<file path="src/rtl/fir_fold_ctrl.sv">
// Sequencer for a folded FIR: clears the sample RAM, writes each sample into a
// circular buffer, steps one MAC per tap, waits out the MAC latency, then hands off the result.
module fir_fold_ctrl #(
  parameter int TAP_COUNT  = 36,
  parameter int ADDR_WIDTH = 6,
  parameter int MAC_LAT    = 2
) (
  input  logic                  clk,
  input  logic                  reset_n,
  input  logic                  in_valid,
  output logic                  in_ready,
  output logic                  smp_we,
  output logic                  smp_zero,
  output logic [ADDR_WIDTH-1:0] smp_waddr,
  output logic [ADDR_WIDTH-1:0] smp_raddr,
  output logic [ADDR_WIDTH-1:0] coef_raddr,
  output logic                  mac_en,
  output logic                  mac_clr,
  output logic                  mac_last,
  output logic                  out_valid,
  input  logic                  out_ready,
  output logic                  busy
);

  typedef enum logic [2:0] {
    S_CLEAR,
    S_IDLE,
    S_RUN,
    S_DRAIN,
    S_HOLD
  } state_t;

  localparam logic [ADDR_WIDTH-1:0] LAST_ADDR = ADDR_WIDTH'(TAP_COUNT - 1);
  localparam int DW = (MAC_LAT > 1) ? $clog2(MAC_LAT) : 1;
  localparam logic [DW-1:0] DRAIN_LAST = DW'((MAC_LAT > 0) ? (MAC_LAT - 1) : 0);

  state_t                state;
  logic [ADDR_WIDTH-1:0] clr_cnt;
  logic [ADDR_WIDTH-1:0] wr_ptr;
  logic [ADDR_WIDTH-1:0] k;
  logic [DW-1:0]         drain_cnt;

  // Write port and input handshake depend only on the current state, so a sample lands the cycle it is offered
  assign in_ready  = (state == S_IDLE);
  assign smp_we    = (state == S_CLEAR) || ((state == S_IDLE) && in_valid);
  assign smp_zero  = (state == S_CLEAR);
  assign smp_waddr = (state == S_CLEAR) ? clr_cnt : wr_ptr;
  assign busy      = (state != S_IDLE);

  always_ff @(posedge clk or negedge reset_n) begin
    if (!reset_n) begin
      state      <= S_CLEAR;
      clr_cnt    <= '0;
      wr_ptr     <= '0;
      k          <= '0;
      drain_cnt  <= '0;
      mac_en     <= 1'b0;
      mac_clr    <= 1'b0;
      mac_last   <= 1'b0;
      out_valid  <= 1'b0;
      smp_raddr  <= '0;
      coef_raddr <= '0;
    end else begin
      case (state)
        S_CLEAR: begin
          if (clr_cnt == LAST_ADDR) begin
            clr_cnt <= '0;
            state   <= S_IDLE;
          end else begin
            clr_cnt <= clr_cnt + 1'b1;
          end
        end

        S_IDLE: begin
          if (in_valid) begin
            wr_ptr     <= (wr_ptr == LAST_ADDR) ? '0 : wr_ptr + 1'b1;
            k          <= '0;
            state      <= S_RUN;
            mac_en     <= 1'b1;
            mac_clr    <= 1'b1;
            mac_last   <= 1'b0;
            coef_raddr <= '0;
            // The newest sample is the one being written right now
            smp_raddr  <= wr_ptr;
          end
        end

        S_RUN: begin
          if (k == LAST_ADDR) begin
            k         <= '0;
            mac_en    <= 1'b0;
            mac_clr   <= 1'b0;
            mac_last  <= 1'b0;
            drain_cnt <= '0;
            if (MAC_LAT == 0) begin
              state     <= S_HOLD;
              out_valid <= 1'b1;
            end else begin
              state <= S_DRAIN;
            end
          end else begin
            k          <= k + 1'b1;
            coef_raddr <= k + 1'b1;
            smp_raddr  <= (smp_raddr == '0) ? LAST_ADDR : smp_raddr - 1'b1;
            mac_clr    <= 1'b0;
            mac_last   <= ((k + 1'b1) == LAST_ADDR);
          end
        end

        S_DRAIN: begin
          if (drain_cnt == DRAIN_LAST) begin
            state     <= S_HOLD;
            out_valid <= 1'b1;
          end else begin
            drain_cnt <= drain_cnt + 1'b1;
          end
        end

        S_HOLD: begin
          if (out_ready) begin
            out_valid <= 1'b0;
            state     <= S_IDLE;
          end
        end

        default: state <= S_CLEAR;
      endcase
    end
  end

endmodule

</file>
<file path="config.mk">
export PLATFORM = sky130hd
export DESIGN_NAME = fir_fold_ctrl
export DESIGN_NICKNAME = d
export VERILOG_FILES = /design/src/rtl/fir_fold_ctrl.sv
export SDC_FILE = /design/constraint.sdc
export NUM_CORES = 1
export LEC_CHECK = 0
export ABC_AREA = 1
export ABC_CLOCK_PERIOD_IN_PS = 2000
export CORE_MARGIN = 2
export CORE_UTILIZATION = 33
export DETAILED_ROUTE_END_ITERATION = 10
export PLACE_DENSITY_LB_ADDON = 0.12
export SLEW_MARGIN = 25
export SYNTH_ARGS = -nofsm -noshare
export SYNTH_HDL_FRONTEND = slang
export SYNTH_SLANG_ARGS = --single-unit
</file>
<file path="constraint.sdc">
create_clock -name clk -period 2 [get_ports clk]
set_input_delay 0.4 -clock clk [delete_from_list [all_inputs] [get_ports clk]]
set_output_delay 0.4 -clock clk [all_outputs]
set_load 0.02 [all_outputs]
</file>
==> run metrics, run 1 <==
Hold Vio Cnt, Final=0; first-pass GRT wire length=approximately 8000 um; post-route cell area=2670 um2; Syn Area/Cell=about 7.5 um2; P_int=approximately 2.4 mW; Flop pwr share=30.6%; final WL=4770 um; GR Layer Usage met3=around 4.3%; Final GP Congestion=roughly 0.84; antenna diode count=0; Post-synth top cells=nand2_1 (96), inv_1 (39), dfrtp_1 (38), nand3_1 (28), o21ai_0 (24); TritonCTS clock tree=built; CTS H-tree depth=2; Sw Ratio=a little under half; Core ar.=about 6300 um2; layout cells sized above 1=~11%; clk sinks=38; Synth async-reset ratio=100%; via count=1894; Primary FF master, synth=dfrtp_1; CTS Buf Count=5; P per Cell Area=between 1500 and 2000 nW/um2; filler cell count=approximately 670; Setup Total Neg Slack=0 ps; TritonRoute pass-1 iters=4; Root Buffer=clkbuf_8; Skew-Pair Late Insertion Delay=290 ps; cell with the most instances after synthesis=nand2_1; Netlist Area Pre-Place=around 2200 um2; Post-synth EDFFs=0; FP Rows=29; Worst-path clk slew=80 ps; area occupied by registers=roughly 950 um2; # nets final=340; WL per Instance=roughly 12 um; Placed Area=~2600 um2; area of the multi-input gates=roughly 1000 um2; Clk network pwr share=roughly an eighth; Die ar.=approximately 7200 um2; largest net degree at the start of global routing=23; VDD IR max=roughly 0.88 mV; Leak=roughly 1.4 nW; initial detailed-routing violation count=approximately 70; I/O Buffers=29; skew final=roughly 2.5 ps; min Tclk post-route=between 1500 and 2000 ps; Placed Instances=~400; fin cells=just over 400; Placement Setup Slack=-109 ps; Min-Delay Path Class=input port to async pin; WP data required=1600 ps; Die X=84.9 um; clock buffer depth=2; sw power=2.16 mW; antenna violations before repair=0; initial cell density of the core=between 30% and 40%; Worst Path Arrival=~1500 ps; period utilization=94.8%; M2 GR Usage=between 20 and 25%; synth top area cells=dfrtp_1 (44%), nand2_1 (17%), inv_1 (6.8%); max_cap viols=0; largest area contributor in the netlist=dfrtp_1; Max Slew Vio Count=0; register area share after synthesis=between 40% and 50%; yosys synthesis warning count=0; global route hottest layer=met2; vias in the first global route=roughly 1800; worst-path fanout max=10; Crit Path Category=flop to primary output; I/O Pins=30; Area Growth Syn to Fin=23.6%; syn_nets=between 200 and 300; unrepaired setup endpoints after global routing=false; fmax=~530 MHz; Detailed Place HPWL=3570 um; share of the synthesized area in the top cell type=44.0%; status=finished clean; final setup fails=0; Total GRT Usage=between 10% and 20%; Final Worst Setup Slack=104 ps; met1 usage=about a fifth; Startpoint Class=flop; Slew HR=a little under three quarters; vias per cell=between 4 and 5; DRC=0; synthesis-stage register bit count=38; Logic pwr share=between 50% and 60%; CTS Hold Bufs=0; Worst-Margin Slew=between 400 and 500 ps; Post-Syn Instances=287; die extent in y=around 85 um; Synth cell types=29; Critical Path End Type=primary output; Routed Antenna Nets=0; total gr overflow=0
## final cells by class
class,count,share of cell area [%]
Multi-Input combinational cell,203,38.2
Sequential cell,38,35.6
Timing Repair Buffer,40,13.0
Inverter,42,6.09
Tap cell,77,3.61
Clock buffer,7,3.23
Clock inverter,1,0.188
## cell families (layout without fill, tap and decap cells)
kind of cell | count (synthesis) | after routing | share of synthesized area (%)
simple gates | 159 | 159 | 33.5
buf+inv | 46 | 90 | 8.86
flops | 38 | 38 | 44.0
compound gates | 32 | 32 | 7.71
fa+ha+maj | 6 | 6 | 3.48
xor+xnor | 6 | 6 | 2.43
## state kept, by name, summed over array words and instances, names as in the netlist
| signal | flops |
|---|---|
| clr_cnt | 6 |
| coef_raddr | 6 |
| k | 6 |
| smp_raddr | 6 |
| wr_ptr | 6 |
| state | 3 |
| drain_cnt | 1 |
| mac_clr | 1 |
| mac_en | 1 |
| mac_last | 1 |
| out_valid | 1 |
## metal layers
metal	share of wire, %	vias to the layer above	wire length [um]
met4	0.57	0	27
li1	-	985	-
met1	51	864	2420
met5	0	-	0
met2	45	41	2130
met3	3.9	4	187
## power groups by stage
| stage | combinational [mW] | clock (mW) | sequential [mW] |
|---|---|---|---|
| after floorplan | 1.59 | 0 | 1.48 |
| after global placement | 2.68 | 0 | 1.39 |
| after detailed placement | 2.68 | 0 | 1.39 |
| after CTS | 2.61 | 0.585 | 1.38 |
| after global routing | 2.91 | 0.624 | 1.43 |
| final | 2.58 | 0.558 | 1.38 |
## worst paths after layout
check                                           from  cells past startpoint  slack (ps)                        end
max in group asynchronous                    reset_n                      2        1500      wr_ptr[5]$_DFFE_PN0P_
setup / recovery                state[1]$_DFFE_PN0P_                      5         100                     smp_we
min in group clk           coef_raddr[3]$_DFFE_PN0P_                      2         470  coef_raddr[3]$_DFFE_PN0P_
hold reg to reg            coef_raddr[3]$_DFFE_PN0P_                      2         470  coef_raddr[3]$_DFFE_PN0P_
hold / removal                               reset_n                      1          30           k[2]$_DFFE_PN0P_
setup reg to reg                    k[0]$_DFFE_PN0P_                      8         430   smp_raddr[2]$_DFFE_PN0P_
## per-stage QoR
step / util, % / power (mW) / hold slack, ps
after floorplan: - / 3.07 / 104
after global placement: 40.9 / 4.07 / 367
after detailed placement: 40.9 / 4.08 / 365
after CTS: 42.2 / 4.58 / 42.9
after global routing: 42.0 / 4.97 / 51.1
final: 42.0 / 4.52 / 34.2
## placed cells by master (no fill, tap or decap), types with 2 or more instances in the layout
master	count
clkdlybuf4s15_1	2
xor2_1	3
clkdlybuf4s50_1	18
buf_4	10
buf_2	3
clkbuf_2	4
nand2_4	3
o21ai_0	23
xnor2_1	3
inv_4	2
nand3_1	28
inv_1	38
o21ai_1	2
dlygate4sd2_1	2
clkbuf_8	6
ha_1	6
inv_2	2
a21oi_1	4
nand4_1	3
nor2_1	20
dfrtp_1	38
nand2_1	96
## what timing repair did
item	4_1_cts	5_1_grt
endpoints found under the setup margin	10	9
buffers inserted	0	1
resized for setup	17	17
## worst max-delay path: stages (launching register included)
cell and delay [ps]:
dfrtp_1 400, nor2_2 130, nand2_1 110, buf_4 190, nand2_1 70, clkdlybuf4s15_1 300
Note: power is estimated with default switching activity, not from simulation.
==> inputs of run 2 (changes only) <==
ABC_CLOCK_PERIOD_IN_PS = unset   (was 2000)
HOLD_SLACK_MARGIN = 0.05   (was unset)
==> run 2 against run 1 <==
Combinational power about the same. Die area is the same. Non-clock buffer count grew 1. Clock skew increased by 0.83 ps. Maximum frequency barely moved. First-iteration DRC count down 5.6%. Clock power barely moved. Count of clock-buffer cells in the layout did not move. Global-route usage is essentially flat. Sequential power is essentially flat. Hold slack better by 440 ps. Critical path depth stayed put. Critical endpoint unchanged.
==> run metrics, run 2 (synthesis results as in run 1) <==
R2R setup slack=between 400 and 500 ps; P_int=2.37 mW; Worst Path Arrival=1500 ps; vias in the first global route=between 1500 and 2000; commonest cells after routing, fill and taps aside=nand2_1 (96), inv_1 (38), dfrtp_1 (38); most frequent CP cell=nand2_1; via count=~1900; Final GP Congestion=~0.84; Leak=1.42 nW; Placed Area=2600 um2; Skew-Pair Late Insertion Delay=just under 300 ps; antenna diode count=0; fmax=~530 MHz; Total GRT Usage=14.4%; layout cells sized above 1=a little under an eighth; skew final=about 3.3 ps; Hold Path Depth=2; Die X=84.9 um; Crit Path Category=flop to primary output; Slew HR=between 70 and 80%; Routed Antenna Nets=0; min Tclk post-route=approximately 1900 ps; post-route cell area=2680 um2; CTS H-tree depth=2; Worst-Margin Slew=between 400 and 500 ps; WP buf/inv=2; Hold Vio Cnt, Final=0; worst-path fanout max=10; Detailed Place HPWL=roughly 3600 um; WP data required=roughly 1600 ps; CTS Buf Count=5; slowest stage delay, CP=around 400 ps; largest net degree at the start of global routing=23; Placed Instances=approximately 400; Min-Delay Path Class=flop to flop; Root Buffer=clkbuf_8; final WL=~4800 um; initial cell density of the core=between 30% and 40%; Logic pwr share=a little under three fifths; total gr overflow=0; Die ar.=about 7200 um2; die extent in y=84.9 um; Area Growth Syn to Fin=24.0%; vias per cell=approximately 4.6; Max Slew Vio Count=0; Clk network pwr share=around 12%; fin cells=between 400 and 500; max_cap viols=0; Flop pwr share=between 30% and 40%; I/O Buffers=29; unrepaired setup endpoints after global routing=false; Core ar.=between 6000 and 7000 um2; Power Total=between 4 and 5 mW; FF-to-FF Start=k[0]$_DFFE_PN0P_; final setup fails=0; WHS=about 470 ps; R2R cell count=8; period utilization=~95%; TritonRoute pass-1 iters=4; VDD IR max=approximately 0.88 mV; TritonCTS clock tree=built; Crit path depth=5; DRC=0; Startpoint Class=flop; area occupied by registers=about 950 um2; CP Launch Point=state[1]$_DFFE_PN0P_; Critical Path End Type=primary output; area of the multi-input gates=roughly 1000 um2; CP cell instances=nor2_2 > nand2_1 > buf_4 > nand2_1 > clkdlybuf4s15_1; FP Rows=29; initial detailed-routing violation count=68; WL per Instance=about 12 um; antenna violations before repair=0; clk sinks=38; clock buffer depth=2; sw power=2.16 mW; # nets final=341; min-delay src=coef_raddr[3]$_DFFE_PN0P_; Crit-path slowest cell=dfrtp_1; I/O Pins=30; filler cell count=around 670; status=finished clean; first-pass GRT wire length=just over 8000 um; Sw Ratio=47.7%; commonest non-fill, non-tap cell in the layout=nand2_1; Worst-path clk slew=~80 ps; delay-heaviest family, CP=buffers and inverters; P per Cell Area=1690 nW/um2
[run 2: changes by cell type in the layout (fill, tap and decap cells not counted)]
cell,before,now
dlygate4sd3_1,0,1
[run 2: final cells by class]
type                       count  share of cell area (%)
clock buffer                   7                    3.22
clock inverter                 1                   0.187
inverter                      42                    6.07
multi-input combinational    203                    38.1
sequential                    38                    35.5
tap                           77                    3.60
timing repair buffer          41                    13.4
[run 2: worst min-delay path: cells and delay by family (launching register included)]
kind	cells	cell delay (ps)
and+or+nand+nor	2	100
DFF	1	350
[run 2: routing by layer]
| metal | track usage [%] | part of all wire, % |
|---|---|---|
| met1 | 20.2 | 50 |
| met2 | 21.9 | 45 |
| met3 | 4.28 | 4.0 |
| met4 | 3.75 | 0.56 |
| met5 | 0 | 0 |
[run 2: power by group through the flow]
stage | Sequential [mW] | Clock [mW] | Combinational, mW
after global routing | 1.43 | 0.624 | 2.91
after global placement | 1.39 | 0 | 2.68
after detailed placement | 1.39 | 0 | 2.68
after floorplan | 1.48 | 0 | 1.59
after CTS | 1.38 | 0.585 | 2.61
final | 1.38 | 0.557 | 2.58
[run 2: path summary, 6_finish.rpt]
kind,endpoint
max,smp_we
max in group asynchronous,wr_ptr[5]$_DFFE_PN0P_
max reg2reg,smp_raddr[2]$_DFFE_PN0P_
min in group asynchronous,k[2]$_DFFE_PN0P_
min,coef_raddr[3]$_DFFE_PN0P_
min reg2reg,coef_raddr[3]$_DFFE_PN0P_
[run 2: what timing repair did]
item,4_1_cts,5_1_grt
resized for setup,17,17
setup buffers,0,1
setup endpoints to repair,10,9
hold buffers,1,0
gates cloned,0,0
endpoints found under the hold margin,16,0
[run 2: metrics by stage]
step                setup TNS [ps]  worst slack [ps]  util [%]
finish                           0               103      42.2
global placement             -90.0             -90.0      40.9
CTS                              0              8.66      42.4
global route                     0              21.7      42.2
detailed placement            -130              -109      40.9
floorplan                        0               219         -
==> inputs of run 3 (changes only) <==
PLACE_DENSITY_LB_ADDON = unset   (was 0.12)
==> run 3 against run 2 <==
Count of clock-buffer cells in the layout down 2. Setup slack lost 23 ps. Register-to-register slack about the same. Sequential share of layout area decreased by 0.49 points. Hold slack worse by 410 ps. Critical path type unchanged.
==> run metrics, run 3 (synthesis results as in run 1) <==
Core ar.=~6300 um2; CTS Buf Count=5; min Tclk post-route=around 1900 ps; initial cell density of the core=about 34%; final WL=approximately 4700 um; initial detailed-routing violation count=85; DRC=0; max_cap viols=0; antenna violations before repair=0; Worst-Margin Slew=about 490 ps; Layout Utilization=42.8%; Root Buffer=clkbuf_8; commonest cells after routing, fill and taps aside=nand2_1 (95), inv_1 (38), dfrtp_1 (38); P_int=roughly 2.5 mW; WP data required=about 1600 ps; total gr overflow=0; Final GP Congestion=between 0.8 and 0.9; Die ar.=between 7000 and 8000 um2; fmax=around 520 MHz; commonest non-fill, non-tap cell in the layout=nand2_1; Final Worst Setup Slack=80.3 ps; R2R setup slack=approximately 410 ps; Critical Path End Type=primary output; VDD IR max=roughly 0.94 mV; Total GRT Usage=13.8%; filler cell count=around 650; Flop pwr share=around 30%; P per Cell Area=between 1500 and 2000 nW/um2; TritonRoute pass-1 iters=4; vias per cell=between 4 and 5; I/O Pins=30; FP Rows=29; Clk network pwr share=14.5%; Area Growth Syn to Fin=25.8%; Sw Ratio=between 40% and 50%; first-pass GRT wire length=roughly 8000 um; Worst-path clk slew=90 ps; antenna diode count=0; Hold Vio Cnt, Final=0; CTS Hold Bufs=0; Die X=between 80 and 90 um; Startpoint Class=flop; largest net degree at the start of global routing=21; Placement Setup Slack=-95.7 ps; Slew HR=approximately two thirds; layout cells sized above 1=11.1%; Worst Path Arrival=around 1500 ps; Leak=1.43 nW; Min-Delay Path Class=input port to async pin; WL per Instance=approximately 11 um; worst-path fanout max=4; CTS H-tree depth=2; clock buffer depth=2; skew final=between 7 and 8 ps; final setup fails=0; Skew-Pair Late Insertion Delay=between 200 and 300 ps; WHS=~60 ps; # nets final=341; clk sinks=38; TritonCTS clock tree=built; Crit Path Category=flop to primary output; status=finished clean; vias in the first global route=between 1500 and 2000; I/O Buffers=29; Logic pwr share=roughly 56%; Routed Antenna Nets=0; Detailed Place HPWL=3440 um; Max Slew Vio Count=0; period utilization=a little over nine tenths; die extent in y=around 85 um; via count=~1900; sw power=around 2.2 mW
-- run 3: repair_timing --
item | 4_1_cts | 5_1_grt
setup endpoints to repair | 10 | 8
cloned | 0 | 1
pin swaps | 0 | 1
setup buffers | 0 | 2
gates resized for setup | 18 | 7
-- run 3: per-stage QoR --
step,area (um2),total power [mW],TNS (ps),std cells
4_1_cts,2690,4.62,0,406
3_3_place_gp,2590,4.01,-90.9,398
2_1_floorplan,2160,3.07,0,287
5_1_grt,2720,5.11,-8.88,409
3_5_place_dp,2590,4.03,-95.7,398
6_report,2720,4.66,0,409
-- run 3: cell type report --
type	count	area [um2]	area share, %
multi-input combinational	203	1020	37.6
sequential	38	951	35.0
timing repair buffer	40	363	13.4
inverter	42	163	5.99
tap	77	96.3	3.55
clock buffer	5	68.8	2.53
clock inverter	3	45.0	1.66
timing repair inverter	1	7.51	0.276
-- run 3: path summary, 6_finish.rpt --
path / start / endpoint / depth (start not counted)
setup / recovery: state[0]$_DFFE_PN0P_ / in_ready / 6
setup reg to reg: k[0]$_DFFE_PN0P_ / smp_raddr[2]$_DFFE_PN0P_ / 8
min in group clk: coef_raddr[3]$_DFFE_PN0P_ / coef_raddr[3]$_DFFE_PN0P_ / 2
hold reg to reg: coef_raddr[3]$_DFFE_PN0P_ / coef_raddr[3]$_DFFE_PN0P_ / 2
hold / removal: reset_n / state[1]$_DFFE_PN0P_ / 1
max in group asynchronous: reset_n / wr_ptr[4]$_DFFE_PN0P_ / 2
-- run 3: critical path: stages (launching register included) --
cell           delay (ps)
dfrtp_1               370
buf_4                 150
inv_1                  80
nor2_1                140
nand2_1                80
inv_1                  70
dlygate4sd2_1         330
-- run 3: power groups by stage --
stage               clock network (mW)  registers [mW]  logic (mW)
floorplan                            0            1.48        1.59
global placement                     0            1.39        2.62
detailed placement                   0            1.39        2.65
CTS                              0.692            1.38        2.55
global route                     0.723            1.44        2.95
finish                           0.674            1.38        2.61
-- run 3: routing by layer --
| metal | vias up | GRT usage (%) | wire [um] |
|---|---|---|---|
| li1 | 986 | - | - |
| met1 | 863 | 20.2 | 2420 |
| met2 | 36 | 20.5 | 2030 |
| met3 | 6 | 3.70 | 195 |
| met4 | 0 | 3.46 | 54 |
| met5 | - | 0 | 0 |
